$ cat config.mk
export PLATFORM = sky130hd
export DESIGN_NAME = product_accumulator
export DESIGN_NICKNAME = d
export VERILOG_FILES = /design/src/rtl/pe_acc_pkg.sv /design/src/rtl/result_fifo.sv /design/src/rtl/product_accumulator.sv
export SDC_FILE = /design/constraint.sdc
export NUM_CORES = 1
export LEC_CHECK = 0
export BUFFER_PORTS_ARGS = -buffer_cell sky130_fd_sc_hd__clkbuf_2
export CORE_MARGIN = 2
export CORE_UTILIZATION = 40
export CTS_BUF_LIST = sky130_fd_sc_hd__clkbuf_4
export CTS_CLUSTER_SIZE = 14
export DETAILED_ROUTE_END_ITERATION = 10
export PLACE_DENSITY_LB_ADDON = 0.05
export SETUP_SLACK_MARGIN = 0.5
export SLEW_MARGIN = 20
export SYNTH_ARGS = -nofsm -noshare
export SYNTH_HDL_FRONTEND = slang
export SYNTH_HIERARCHICAL = 1
export SYNTH_SLANG_ARGS = --single-unit
$ cat constraint.sdc
create_clock -name clk -period 2.9 [get_ports clk]
set_input_delay 0.29 -clock clk [delete_from_list [all_inputs] [get_ports clk]]
set_output_delay 0.29 -clock clk [all_outputs]
set_load 0.01 [all_outputs]
$ cat src/rtl/pe_acc_pkg.sv
`default_nettype none
// ============================================================================
// Module     : pe_acc_pkg
// Description: Shared definitions for the product accumulator slice.
//              - Accumulator FSM state encoding.
//              - Default datapath widths.
//              - Result buffer depth.
//              Configuration macro used by this slice: PRODUCT_ACC_SATURATE_EN.
// Revision   : 1.0 - initial release
// ============================================================================
package pe_acc_pkg;

  // Accumulator FSM state encoding.
  typedef enum logic {
    IDLE  = 1'b0,
    ACCUM = 1'b1
  } state_t;

  // Default datapath widths.
  localparam int DEF_WIDTH_IN  = 48;
  localparam int DEF_WIDTH_ACC = 64;
  localparam int DEF_CNT_WIDTH = 10;

  // Depth of the result buffer between the accumulator and the write-back path.
  localparam int RESULT_BUF_DEPTH = 2;

endpackage
`default_nettype wire

$ cat src/rtl/result_fifo.sv
`default_nettype none
// ============================================================================
// Module     : result_fifo
// Description: Small shift-register FIFO holding completed group sums.
//              The head entry is always at position 0, so data_out comes
//              straight from a flop.
//              Push and pop in the same cycle are accepted at any occupancy.
//              A push while full with no pop is ignored; the caller flags it.
// Ports      : clk      - clock, rising edge
//              reset_n  - asynchronous active-low reset
//              push     - write data_in this cycle
//              data_in  - entry to write
//              pop      - remove head entry (ignored when empty)
//              data_out - head entry
//              valid    - FIFO non-empty
//              count    - current occupancy
// Revision   : 1.0 - initial release
// ============================================================================
module result_fifo #(
  parameter  int WIDTH = 64,
  parameter  int DEPTH = 2,
  localparam int CW    = $clog2(DEPTH + 1)
) (
  input  logic             clk,
  input  logic             reset_n,
  input  logic             push,
  input  logic [WIDTH-1:0] data_in,
  input  logic             pop,
  output logic [WIDTH-1:0] data_out,
  output logic             valid,
  output logic [CW-1:0]    count
);

  logic [WIDTH-1:0] mem     [DEPTH];
  logic [WIDTH-1:0] shifted [DEPTH];
  logic [CW-1:0]    count_r;
  logic [CW-1:0]    base;
  logic             pop_eff;
  logic             push_eff;

  assign pop_eff  = pop && (count_r != '0);
  // A pop in the same cycle frees the slot, so a full FIFO can still accept.
  assign push_eff = push && ((count_r != CW'(DEPTH)) || pop_eff);
  // Slot the new entry lands in, after the optional pop has shifted things.
  assign base     = pop_eff ? (count_r - CW'(1)) : count_r;

  always_comb begin
    for (int i = 0; i < DEPTH - 1; i++) begin
      shifted[i] = mem[i+1];
    end
    shifted[DEPTH-1] = mem[DEPTH-1];
  end

  always_ff @(posedge clk or negedge reset_n) begin
    if (!reset_n) begin
      count_r <= '0;
      for (int i = 0; i < DEPTH; i++) begin
        mem[i] <= '0;
      end
    end else begin
      for (int i = 0; i < DEPTH; i++) begin
        if (push_eff && (base == CW'(i))) begin
          mem[i] <= data_in;
        end else if (pop_eff) begin
          mem[i] <= shifted[i];
        end
      end
      case ({push_eff, pop_eff})
        2'b10:   count_r <= count_r + CW'(1);
        2'b01:   count_r <= count_r - CW'(1);
        default: count_r <= count_r;
      endcase
    end
  end

  assign data_out = mem[0];
  assign valid    = (count_r != '0);
  assign count    = count_r;

endmodule
`default_nettype wire

$ cat src/rtl/product_accumulator.sv
`default_nettype none
// ============================================================================
// Module     : product_accumulator
// Description: Sums groups of num_terms unsigned products into a wide
//              accumulator and delivers each sum through a 2-entry result
//              buffer with a valid/ready handshake. almost_full lets the
//              multiplier gate its enable, since the product side has no
//              backpressure.
//              Optional build macro PRODUCT_ACC_SATURATE_EN: clamp the
//              accumulator to all-ones on overflow instead of wrapping.
// Ports      : clk         - clock, rising edge
//              reset_n     - asynchronous active-low reset
//              clear       - synchronous abort of the group in progress
//              num_terms   - products per group, sampled on first product
//              in_data     - product from the multiplier
//              in_valid    - in_data valid this cycle
//              out_data    - head of the result buffer
//              out_valid   - result buffer non-empty
//              out_ready   - consumer accepts out_data
//              almost_full - result buffer holds at least one entry
//              drop_err    - sticky: a completed sum was lost to a full buffer
// Revision   : 1.0 - initial release
// ============================================================================
module product_accumulator
  import pe_acc_pkg::*;
#(
  parameter int WIDTH_IN  = DEF_WIDTH_IN,
  parameter int WIDTH_ACC = DEF_WIDTH_ACC,
  parameter int CNT_WIDTH = DEF_CNT_WIDTH
) (
  input  logic                 clk,
  input  logic                 reset_n,
  input  logic                 clear,
  input  logic [CNT_WIDTH-1:0] num_terms,
  input  logic [WIDTH_IN-1:0]  in_data,
  input  logic                 in_valid,
  output logic [WIDTH_ACC-1:0] out_data,
  output logic                 out_valid,
  input  logic                 out_ready,
  output logic                 almost_full,
  output logic                 drop_err
);

  localparam int FIFO_CW = $clog2(RESULT_BUF_DEPTH + 1);

  state_t               state;
  state_t               state_next;
  logic [WIDTH_ACC-1:0] acc;
  logic [WIDTH_ACC-1:0] in_ext;
  logic [WIDTH_ACC:0]   raw_sum;
  logic [WIDTH_ACC-1:0] sum;
  logic [CNT_WIDTH-1:0] cnt;
  logic [CNT_WIDTH-1:0] cnt_inc;
  logic [CNT_WIDTH-1:0] n_lat;
  logic [CNT_WIDTH-1:0] n_start;
  logic                 start;
  logic                 accum;
  logic                 complete;
  logic [WIDTH_ACC-1:0] complete_data;
  logic                 push_q;
  logic [WIDTH_ACC-1:0] push_data_q;
  logic [FIFO_CW-1:0]   fifo_count;

  // Zero-extend the product; the equal-width case needs no padding.
  if (WIDTH_ACC > WIDTH_IN) begin : g_ext
    assign in_ext = {{(WIDTH_ACC-WIDTH_IN){1'b0}}, in_data};
  end else begin : g_noext
    assign in_ext = in_data;
  end

  assign raw_sum = {1'b0, acc} + {1'b0, in_ext};

`ifdef PRODUCT_ACC_SATURATE_EN
  // Once clamped, any further non-zero add carries out again, so the
  // accumulator holds all-ones until the group ends.
  assign sum = raw_sum[WIDTH_ACC] ? {WIDTH_ACC{1'b1}} : raw_sum[WIDTH_ACC-1:0];
`else
  assign sum = raw_sum[WIDTH_ACC-1:0];
`endif

  assign n_start = (num_terms == '0) ? CNT_WIDTH'(1) : num_terms;
  assign cnt_inc = cnt + CNT_WIDTH'(1);

  always_ff @(posedge clk or negedge reset_n) begin
    if (!reset_n) begin
      state <= IDLE;
    end else begin
      state <= state_next;
    end
  end

  // clear overrides any product arriving in the same cycle, which also
  // cancels a push that product would have completed.
  always_comb begin
    state_next    = state;
    start         = 1'b0;
    accum         = 1'b0;
    complete      = 1'b0;
    complete_data = sum;
    if (clear) begin
      state_next = IDLE;
    end else if (in_valid) begin
      case (state)
        IDLE: begin
          start = 1'b1;
          if (n_start == CNT_WIDTH'(1)) begin
            complete      = 1'b1;
            complete_data = in_ext;
          end else begin
            state_next = ACCUM;
          end
        end
        ACCUM: begin
          accum = 1'b1;
          if (cnt_inc == n_lat) begin
            complete   = 1'b1;
            state_next = IDLE;
          end
        end
        default: state_next = IDLE;
      endcase
    end
  end

  always_ff @(posedge clk or negedge reset_n) begin
    if (!reset_n) begin
      acc         <= '0;
      cnt         <= '0;
      n_lat       <= '0;
      push_q      <= 1'b0;
      push_data_q <= '0;
      drop_err    <= 1'b0;
    end else begin
      // Completed sums pass through one register stage before the buffer.
      push_q      <= complete;
      push_data_q <= complete_data;
      if (clear || complete) begin
        acc <= '0;
        cnt <= '0;
      end else if (start) begin
        acc   <= in_ext;
        cnt   <= CNT_WIDTH'(1);
        n_lat <= n_start;
      end else if (accum) begin
        acc <= sum;
        cnt <= cnt_inc;
      end
      if (push_q && (fifo_count == FIFO_CW'(RESULT_BUF_DEPTH)) && !out_ready) begin
        drop_err <= 1'b1;
      end
    end
  end

  result_fifo #(
    .WIDTH (WIDTH_ACC),
    .DEPTH (RESULT_BUF_DEPTH)
  ) u_result_fifo (
    .clk      (clk),
    .reset_n  (reset_n),
    .push     (push_q),
    .data_in  (push_data_q),
    .pop      (out_ready),
    .data_out (out_data),
    .valid    (out_valid),
    .count    (fifo_count)
  );

  assign almost_full = (fifo_count != '0);

endmodule
`default_nettype wire

==> impl_metrics.env <==
export IMPL_outcome="completed"
export IMPL_grt_max_degree=75
export IMPL_ys_types=90
export IMPL_drcViolationCount=0
export IMPL_synthSimpleGateAreaFrac_pct=11.74
export IMPL_wirelength_um=49120
export IMPL_grt_pass1_vias=13370
export IMPL_initial_core_util_pct=40.63
export IMPL_clk_pin_slew_ns=0.06
export IMPL_routed_via_density=5.281
export IMPL_synth_edf_count=0
export IMPL_dieArea_mm2=0.04216
export IMPL_synthMuxAreaShare_pct=14.20
export IMPL_synth_seq_cells=281
export IMPL_r2r_setup_slack_ns=0.01
export IMPL_slew_headroom_pct=57.11
export IMPL_startpoint_type="flip-flop"
export IMPL_max_cap_viol_count=0
export IMPL_worstSetupPathType="reg2reg"
export IMPL_required_ns=3.53
export IMPL_port_buffers=129
export IMPL_clock_latency_ns=0.80
export IMPL_final_cell_mix="dfrtp_1 (278), buf_4 (171), nand2_1 (154), clkbuf_2 (128)"
export IMPL_synthAdderAreaFrac_pct=4.136
export IMPL_hpwl_um=31140
export IMPL_clock_path_buffers=3
export IMPL_fin_skew_ns=0.05263
export IMPL_cts_tree="yes"
export IMPL_coreArea_mm2=0.03991
export IMPL_nets=2064
export IMPL_synth_xor_area_share_pct=4.051
export IMPL_htreeDepth=3
export IMPL_layout_drive_gt1_share_pct=45.56
export IMPL_final_common_cell="dfrtp_1"
export IMPL_finalCriticalPeriod_ns=2.889
export IMPL_worst_pin_slew_ns=0.6433
export IMPL_worstPathArrival_ns=3.52
export IMPL_power_leakage_nw=10.62
export IMPL_grt_setup_unrepaired="yes"
export IMPL_peakVddDrop_mv=0.2782
export IMPL_placed_cell_area_mm2=0.01804
export IMPL_rows=73
export IMPL_drt_wirelength_per_cell_um=19.42
export IMPL_gp_congestion=0.8674
export IMPL_synth_compound_area_share_pct=15.15
export IMPL_postSynthAreaPerCell_um2=10.32
export IMPL_synth_ff_type="dfrtp_1"
export IMPL_period_share_pct=99.62
export IMPL_final_core_util_pct=56.12
export IMPL_syn_cell_area_mm2=0.01622
export IMPL_grt_overflow_total=0
export IMPL_grt_use_total_pct=23.10
export IMPL_die_w_um=205.3
export IMPL_firstDrtPassIters=5
export IMPL_synthArstFlopShare_pct=100.0
export IMPL_antenna_left=0
export IMPL_synth_nets=1687
export IMPL_cts_root_buffer="clkbuf_4"
export IMPL_setup_ws_ns=0.01097
export IMPL_synth_top_family_by_area="compound AO/OA/AOI/OAI gates"
export IMPL_syn_to_final_growth_pct=38.15
export IMPL_dr_total_vias=13360
export IMPL_clock_sinks=281
export IMPL_die_height_um=205.3
export IMPL_dpl_worst_slack_ns=-0.2970
export IMPL_hold_viol=0
export IMPL_ios=130
export IMPL_cts_made_buffers=81
export IMPL_crit_fanout=2
export IMPL_tns_ns=0
export IMPL_yosysWarnings=6
export IMPL_yosysSeqAreaShare_pct=43.36
export IMPL_grt_pass1_wl_um=74780
export IMPL_max_freq_mhz=346.1
export IMPL_hold_path_class="in2reg"
export IMPL_synthCells=1571
export IMPL_end_kind="flip-flop"
export IMPL_drt_iter0_drc=702
export IMPL_antenna_found_initial=1
export IMPL_setup_viol_count_final=0
export IMPL_maxSlewViolCount=0
export IMPL_design_area_mm2=0.02240
export IMPL_power_density_mw_per_mm2=623.3
final timing paths:
| check | to | cells past startpoint | startpoint |
|---|---|---|---|
| min reg2reg | drop_err$_DFFE_PN0P_ | 1 | drop_err$_DFFE_PN0P_ |
| min | push_data_q[31]$_DFF_PN0_ | 4 | in_data[31] |
| min in group asynchronous | u_result_fifo/data_out[7]$_DFFE_PN0P_ | 2 | reset_n |
| max reg2reg | push_data_q[32]$_DFF_PN0_ | 14 | acc[0]$_DFFE_PN0P_ |
| max in group asynchronous | acc[55]$_DFFE_PN0P_ | 3 | reset_n |
| max | push_data_q[32]$_DFF_PN0_ | 14 | acc[0]$_DFFE_PN0P_ |
worst max-delay path, stage by stage, from the launching register on:
cell	delay (ns)
dfrtp_1	0.39
ha_4	0.17
inv_2	0.04
fa_2	0.37
nor2b_4	0.14
o2111ai_2	0.13
buf_4	0.17
buf_6	0.11
a211o_1	0.28
a21oi_2	0.20
nor2_2	0.08
o21ai_2	0.21
a21oi_2	0.10
xor2_1	0.22
o21ai_1	0.13
flip-flops by register name, indices dropped and copies added, names as in the netlist:
register / cells
acc: 64
cnt: 10
drop_err: 1
n_lat: 10
push_data_q: 64
push_q: 1
state: 1
u_result_fifo/count: 2
u_result_fifo/data_out: 64
u_result_fifo/mem: 64
power breakdown:
group	internal, mW	switching [mW]
combinational	2.51	2.38
clock	1.96	1.76
sequential	4.78	0.570
total	9.25	4.71
logic make-up (layout without fill, tap and decap cells):
family	after synthesis	after routing
fa+ha+maj	53	53
flops	281	281
xor+xnor	75	75
mux	202	202
other cells	0	1
buf+inv	174	605
compound gates	381	382
simple gates	405	406
through the flow:
stage / total power, mW / hold WS, ns / std cells
floorplan: 8.125 / -0.005591 / 1571
global placement: 9.216 / 0.3171 / 2238
detailed placement: 9.287 / 0.3270 / 2238
CTS: 13.67 / 0.005627 / 2489
global route: 14.89 / 0.05391 / 2530
finish: 13.96 / 0.09095 / 2530
synth_stat cells, types with 5 or more instances:
| master | instances | area [um2] |
|---|---|---|
| nand3_1 | 23 | 115.1 |
| a21o_1 | 33 | 247.7 |
| xnor2_1 | 46 | 402.9 |
| nand4_1 | 13 | 81.33 |
| nor3_1 | 17 | 85.08 |
| mux2_4 | 10 | 150.1 |
| buf_2 | 6 | 30.03 |
| o21ai_0 | 132 | 660.6 |
| dfrtp_1 | 281 | 7032 |
| inv_1 | 22 | 82.58 |
| buf_4 | 77 | 578.1 |
| o21ai_1 | 8 | 40.04 |
| a32oi_1 | 11 | 96.34 |
| nor2_1 | 91 | 341.6 |
| clkbuf_1 | 34 | 127.6 |
| a211oi_1 | 10 | 75.07 |
| o21bai_1 | 10 | 75.07 |
| or2_2 | 6 | 37.54 |
| mux2i_1 | 8 | 80.08 |
| a221o_1 | 5 | 50.05 |
| a21oi_1 | 94 | 470.5 |
| a22o_1 | 10 | 87.58 |
| ha_1 | 52 | 650.6 |
| and4_1 | 8 | 70.07 |
| mux2_2 | 120 | 1351 |
| nor4_1 | 7 | 43.79 |
| a31oi_1 | 8 | 50.05 |
| nand2_1 | 180 | 675.7 |
| xor2_1 | 29 | 254.0 |
| buf_6 | 23 | 259.0 |
| and2_1 | 12 | 75.07 |
| and3_1 | 13 | 81.33 |
| mux2_1 | 64 | 720.7 |
| a22oi_1 | 5 | 37.54 |
| nor3b_1 | 5 | 37.54 |
per-layer routing:
metal	up-vias	part of all wire [%]	track usage [%]
met5	-	0	0
met4	0	2.5	8.556
met3	74	4.8	4.165
met2	298	44	34.88
met1	6602	49	33.04
li1	6387	-	-
what timing repair did:
item / 4_1_cts / 5_1_grt
endpoints found under the setup margin: 145 / 140
hold buffers: 66 / 0
hold endpoints to repair: 397 / 0
resized for setup: 214 / 217
buffers inserted: 40 / 35
pin swaps: 92 / 138
gates cloned: 6 / 5
area by class of cell:
class	count	area, um2
antenna	1	2.502
clock buffer	119	893.4
clock inverter	20	117.6
fill	3518	17510
inverter	23	86.33
multi-input combinational	1118	9837
sequential	281	7036
tap	525	656.9
timing repair buffer	443	3772
No activity file was read; power rests on OpenSTA's default activity.
